`src/rtl/teamd_serial_pkg.sv`:
```
// Shared definitions for the TEAMD asynchronous serial transmitter and receiver.
//   DATA_W     : data bits per frame
//   tx_state_t : transmitter frame states
//   frame_len  : cycles per frame for a given bit period and parity setting
package teamd_serial_pkg;

  localparam int DATA_W = 7;

  typedef enum logic [2:0] {
    IDLE   = 3'd0,
    START  = 3'd1,
    DATA   = 3'd2,
    PARITY = 3'd3,
    STOP   = 3'd4
  } tx_state_t;

  // start + data + stop, plus one parity bit when enabled
  function automatic int frame_len(input int clks_per_bit, input bit parity);
    return clks_per_bit * (DATA_W + (parity ? 3 : 2));
  endfunction

endpackage

```
`src/rtl/teamd_bit_timer.sv`:
```
// Bit-period timer: counts CLKS_PER_BIT cycles and flags the last one.
//   CLK       : clock
//   Reset     : synchronous active-high reset
//   restart_i : clear the count (driven on every state change)
//   bit_end_o : high in the last cycle of the current bit period
module teamd_bit_timer #(
  parameter int CLKS_PER_BIT = 1
) (
  input  logic CLK,
  input  logic Reset,
  input  logic restart_i,
  output logic bit_end_o
);

  localparam int            CW   = (CLKS_PER_BIT > 1) ? $clog2(CLKS_PER_BIT) : 1;
  localparam logic [CW-1:0] LAST = CW'(CLKS_PER_BIT - 1);

  logic [CW-1:0] cnt_q, cnt_d;

  assign bit_end_o = (cnt_q == LAST);

  always_comb begin
    cnt_d = cnt_q + CW'(1);
    if (restart_i || bit_end_o) cnt_d = '0;
  end

  always_ff @(posedge CLK) begin
    if (Reset) cnt_q <= '0;
    else       cnt_q <= cnt_d;
  end

endmodule

```
`src/rtl/teamd_async_serial_tx.sv`:
```
// Asynchronous serial transmitter: start bit, DATA_W data bits LSB first,
// optional even-parity bit, stop bit. Line idles high.
// Optional feature macro: TEAMD_TX_PARITY_EN (adds the parity bit).
//   CLK   : clock
//   Reset : synchronous active-high reset
//   Data  : word to send, captured on an accepted Load
//   Load  : load strobe, accepted only while Busy=0
//   Tx    : serial line (flop output)
//   Busy  : frame in progress
//   Done  : one-cycle pulse when a frame finishes
module teamd_async_serial_tx #(
  parameter int DATA_W       = teamd_serial_pkg::DATA_W,
  parameter int CLKS_PER_BIT = 1
) (
  input  logic              CLK,
  input  logic              Reset,
  input  logic [DATA_W-1:0] Data,
  input  logic              Load,
  output logic              Tx,
  output logic              Busy,
  output logic              Done
);

  import teamd_serial_pkg::*;

  localparam int            IW       = (DATA_W > 1) ? $clog2(DATA_W) : 1;
  localparam logic [IW-1:0] LAST_IDX = IW'(DATA_W - 1);

  tx_state_t         state_q, state_d;
  logic [DATA_W-1:0] shift_q, shift_d;
  logic [IW-1:0]     idx_q, idx_d;
  logic              tx_q, tx_d;
  logic              busy_q, busy_d;
  logic              done_q, done_d;
  logic              bit_end;
  logic              accept;
  logic              last_bit;
`ifdef TEAMD_TX_PARITY_EN
  logic              par_q, par_d;
`endif

  assign accept   = Load && !busy_q;
  assign last_bit = (idx_q == LAST_IDX);

  // Restarting on every state change keeps each state exactly one bit period long.
  teamd_bit_timer #(.CLKS_PER_BIT(CLKS_PER_BIT)) u_timer (
    .CLK       (CLK),
    .Reset     (Reset),
    .restart_i (state_d != state_q),
    .bit_end_o (bit_end)
  );

  // state register
  always_ff @(posedge CLK) begin
    if (Reset) state_q <= IDLE;
    else       state_q <= state_d;
  end

  // next state
  always_comb begin
    state_d = state_q;
    case (state_q)
      IDLE:  if (accept) state_d = START;
      START: if (bit_end) state_d = DATA;
      DATA:
        if (bit_end && last_bit) begin
`ifdef TEAMD_TX_PARITY_EN
          state_d = PARITY;
`else
          state_d = STOP;
`endif
        end
`ifdef TEAMD_TX_PARITY_EN
      PARITY: if (bit_end) state_d = STOP;
`endif
      STOP:  if (bit_end) state_d = IDLE;
      default: state_d = IDLE;
    endcase
  end

  // datapath next values: shift register, bit index, parity
  always_comb begin
    shift_d = shift_q;
    idx_d   = idx_q;
    if (state_q == IDLE && accept) shift_d = Data;
    if (state_q == START) idx_d = '0;
    if (state_q == DATA && bit_end && !last_bit) begin
      shift_d = shift_q >> 1;
      idx_d   = idx_q + IW'(1);
    end
  end

`ifdef TEAMD_TX_PARITY_EN
  always_comb begin
    par_d = par_q;
    if (state_q == IDLE && accept) par_d = ^Data;
  end
`endif

  // Outputs are computed from the next state so the flops line up with it.
  always_comb begin
    tx_d = 1'b1;
    case (state_d)
      START:  tx_d = 1'b0;
      DATA:   tx_d = shift_d[0];
`ifdef TEAMD_TX_PARITY_EN
      PARITY: tx_d = par_q;
`endif
      default: tx_d = 1'b1;
    endcase
    busy_d = (state_d != IDLE);
    done_d = (state_q == STOP) && (state_d == IDLE);
  end

  always_ff @(posedge CLK) begin
    if (Reset) begin
      shift_q <= '0;
      idx_q   <= '0;
      tx_q    <= 1'b1;
      busy_q  <= 1'b0;
      done_q  <= 1'b0;
`ifdef TEAMD_TX_PARITY_EN
      par_q   <= 1'b0;
`endif
    end else begin
      shift_q <= shift_d;
      idx_q   <= idx_d;
      tx_q    <= tx_d;
      busy_q  <= busy_d;
      done_q  <= done_d;
`ifdef TEAMD_TX_PARITY_EN
      par_q   <= par_d;
`endif
    end
  end

  assign Tx   = tx_q;
  assign Busy = busy_q;
  assign Done = done_q;

endmodule

```
`config.mk`:
```
export PLATFORM = sky130hd
export DESIGN_NAME = teamd_async_serial_tx
export DESIGN_NICKNAME = d
export VERILOG_FILES = /design/src/rtl/teamd_serial_pkg.sv /design/src/rtl/teamd_bit_timer.sv /design/src/rtl/teamd_async_serial_tx.sv
export SDC_FILE = /design/constraint.sdc
export NUM_CORES = 1
export LEC_CHECK = 0
export ABC_AREA = 1
export BUFFER_PORTS_ARGS = -buffer_cell sky130_fd_sc_hd__buf_2
export CORE_MARGIN = 8
export CORE_UTILIZATION = 57
export DETAILED_ROUTE_END_ITERATION = 6
export GPL_TIMING_DRIVEN = 0
export PLACE_DENSITY = 0.83
export SYNTH_ARGS = -nofsm -noshare
export SYNTH_HDL_FRONTEND = slang
export SYNTH_SLANG_ARGS = --single-unit
export TNS_END_PERCENT = 50
```
`constraint.sdc`:
```
create_clock -name CLK -period 3.1 [get_ports CLK]
set_input_delay 0.62 -clock CLK [delete_from_list [all_inputs] [get_ports CLK]]
set_output_delay 0.62 -clock CLK [all_outputs]
set_load 0.005 [all_outputs]
```
==> metrics.md <==
| Metric | Value |
|---|---|
| Final GP Congestion | 0.7738 |
| Clock share of power | 0.265 |
| CP peak stage delay | 0.36 ns |
| Synth Warn # | 0 |
| Mapped cell area | 844.6 um2 |
| # IOs | 13 |
| Setup violations, final | 0 |
| H-tree levels | 1 |
| Share of the synthesized area in the top cell type | 0.4030 |
| # DRC | 0 |
| Final instance area | 952.2 um2 |
| Combinational share of power | 0.186 |
| CP delay by family, top | flip-flops |
| Top-count cell post-synth | dfxtp_1 |
| First-pass GRT wire length | 3.056 mm |
| Leakage | 0.4445 nW |
| Hold crit path type | reg2reg |
| Post-synthesis adder-cell area fraction | 0.02963 |
| Fmax | 0.6484 GHz |
| Post-route ant nets | 0 |
| Sequential fraction of the synthesis area | 0.4030 |
| Grt total ovfl | 0 |
| Outcome | complete, no violations |
| Required time worst endpoint | 3.29 ns |
| Antenna diodes | 0 |
| Fillers | 125 |
| WS Path Type | reg2reg |
| Slew Limit Fails | 0 |
| Number of global-route vias before repair | 765 |
| Area delta synth->final | 12.74% |
| Final period demand of the worst path | 1.542 ns |
| Die height | 54.49 um |
| Clock Skew | 0.005705 ns |
| Mean Syn Cell Area | 7.678 um2 |
| Post-DP HPWL | 1.373 mm |
| TritonRoute pass-1 iters | 4 |
| Die X | 54.49 um |
| Psw | 0.0001307 W |
| Synth Area in Compound Gates | 0.1081 |
| Mux cell area share after synthesis | 0 |
| TritonCTS clock tree | built |
| Sw frac | 0.2944 |
| Cell Rows | 14 |
| CTS resizes | 0 |
| Total track usage | 0.1363 |
| Post-synthesis xor/xnor area fraction | 0 |
| Post-synth EDFFs | 0 |
| Worst path arrival time | 1.73 ns |
| Crit. End Element | flop |
| Setup TNS | 0 ns |
| Cell Int Power | 0.0003132 W |
| Die area | 0.002969 mm2 |
| WL met1 | 760 um |
| Simple-gate area share of the yosys netlist | 0.3496 |
| Main flop type after synthesis | dfxtp_1 |
| Seq pwr share | 0.549 |
| Port buffer count | 12 |
| Top cells by area, synth | dfxtp_1, nand3_1, nand2_1, inv_1, a21oi_1 |
| Placed Instance Area | 924.6 um2 |
| Crit-path cells | inv_1 > ha_1 > a21oi_2 > nand2_4 > buf_6 > nor3_1 > nor2_1 |
| Setup Buffers After CTS | 0 |
| DR vias | 798 |
| Initial antenna violation count | 0 |
| Yosys top cell by area | dfxtp_1 |
| CP bufs+invs | 2 |
| Peak VDD IR | 0.2959 mV |
| RSZ-0062 raised after global routing | false |
| Largest net degree at the start of global routing | 11 |
| Cell count after synthesis | 110 |
| Clk slew on worst S/H paths | 0.10 ns |
| Asr flop ratio synth | 0 |
| Max Root-Sink Buffers | 2 |
| Largest family of logic cells by synthesized area | simple AND/OR/NAND/NOR gates |
| Max Cap Viol | 0 |
| Slowest cell on crit path | dfxtp_1 |
| Worst-path fanout max | 10 |
| Initial core utilization | 0.5809 |
| Drt total wl | 1.818 mm |
| Met2 wire length | 896 um |
| Root Buffer | clkbuf_4 |
| Avg WL per Cell | 12.80 um |
| Critical Path Source Type | flop |
| Power Dens Cells | 466.1 mW/mm2 |
| Share of layout cells above drive strength 1 | 0.2381 |
| Crit share post-route | 0.4975 |
| CTS sink count | 17 |
| Max Used Layer | met4 |
| Combined area of the multi-input logic cells | 415.4 um2 |
| Clk_lat worst skew | 0.29 ns |
| Fin. Hold Viols | 0 |
| Vias/cell | 5.620 |
| Number of hold buffers added after cts | 0 |
| Register cell area after layout | 340.3 um2 |
| Worst hold margin | 0.4886 ns |
| Commonest cells post-synth | dfxtp_1, nand2_1, inv_1, nand3_1, nor2_1 |
| Post-synth net total | 122 |
| Synth cell types | 26 |
| Metal3 WL | 139 um |
| CTS Buf Count | 3 |
| FF+latch count, synth | 17 |
| CORE AREA | 0.001454 mm2 |
| NumNets Final | 139 |
| First DRT Iteration DRCs | 30 |
through the flow:
step | power [W] | cells | utilization | setup slack [ns]
5_1_grt | 0.0004634 | 142 | 0.6549 | 1.437
4_1_cts | 0.0004456 | 142 | 0.6549 | 1.556
6_report | 0.0004438 | 142 | 0.6549 | 1.558
3_3_place_gp | 0.0003258 | 138 | 0.6360 | 1.444
3_5_place_dp | 0.0003293 | 138 | 0.6360 | 1.418
2_1_floorplan | 0.0003046 | 110 | - | 1.691
cell families after synthesis:
kind of cell,count (synthesis)
other,1
AO/OA/AOI/OAI,15
flip-flops,17
adder cells (fa/ha/maj),2
buffers and inverters,19
AND/OR/NAND/NOR,56
tightest hold or removal path, cell delays in order, from the launching register on:
cell	delay, ns
dfxtp_1	0.32
nand3_1	0.07
a21oi_1	0.06
registers in the layout, summed over array words and instances, names as in the netlist:
| register | flops |
|---|---|
| u_timer.cnt_q | 1 |
| Busy | 1 |
| idx_q | 3 |
| state_q | 3 |
| shift_q | 7 |
| Tx | 1 |
| Done | 1 |
placed cells by master, fill, tap and decap left out, drive strengths merged:
| cell | n |
|---|---|
| or2 | 1 |
| o21ai | 3 |
| o22ai | 1 |
| nor3 | 3 |
| buf | 14 |
| a31oi | 1 |
| dfxtp | 17 |
| o211ai | 1 |
| ha | 2 |
| nand3b | 1 |
| nand2 | 17 |
| nand4 | 6 |
| a21oi | 9 |
| nand3 | 16 |
| nor2 | 12 |
| conb | 1 |
| clkbuf | 3 |
| inv | 17 |
| clkinv | 1 |
final cells by class:
type,instances,share of cell area
buffer,2,0.02365
clock buffer,3,0.02365
clock inverter,1,0.005256
inverter,17,0.06965
multi-input combinational,74,0.4363
sequential,17,0.3574
tap,16,0.02102
timing repair buffer,12,0.06307
metal layers:
layer | vias to the layer above | global-route usage
met1 | 361 | 0.1570
li1 | 398 | -
met5 | - | 0
met2 | 34 | 0.2347
met4 | 0 | 0.06148
met3 | 5 | 0.02989
path summary, 6_finish.rpt:
check / start / to / slack, ns / depth (start not counted)
setup / recovery: idx_q[0] / idx_q[2] / 1.56 / 7
hold / removal: shift_q[2] / shift_q[2] / 0.49 / 2
setup reg to reg: idx_q[0] / idx_q[2] / 1.56 / 7
hold reg to reg: shift_q[2] / shift_q[2] / 0.49 / 2
power groups by stage:
stage	registers [W]	clock network (W)	logic, W
floorplan	0.000247	0	0.0000574
global route	0.000245	0.000125	0.0000934
finish	0.000244	0.000118	0.0000825
global placement	0.000247	0	0.0000784
detailed placement	0.000249	0	0.0000807
CTS	0.000244	0.000120	0.0000817
(Power assumes the default switching activity.)
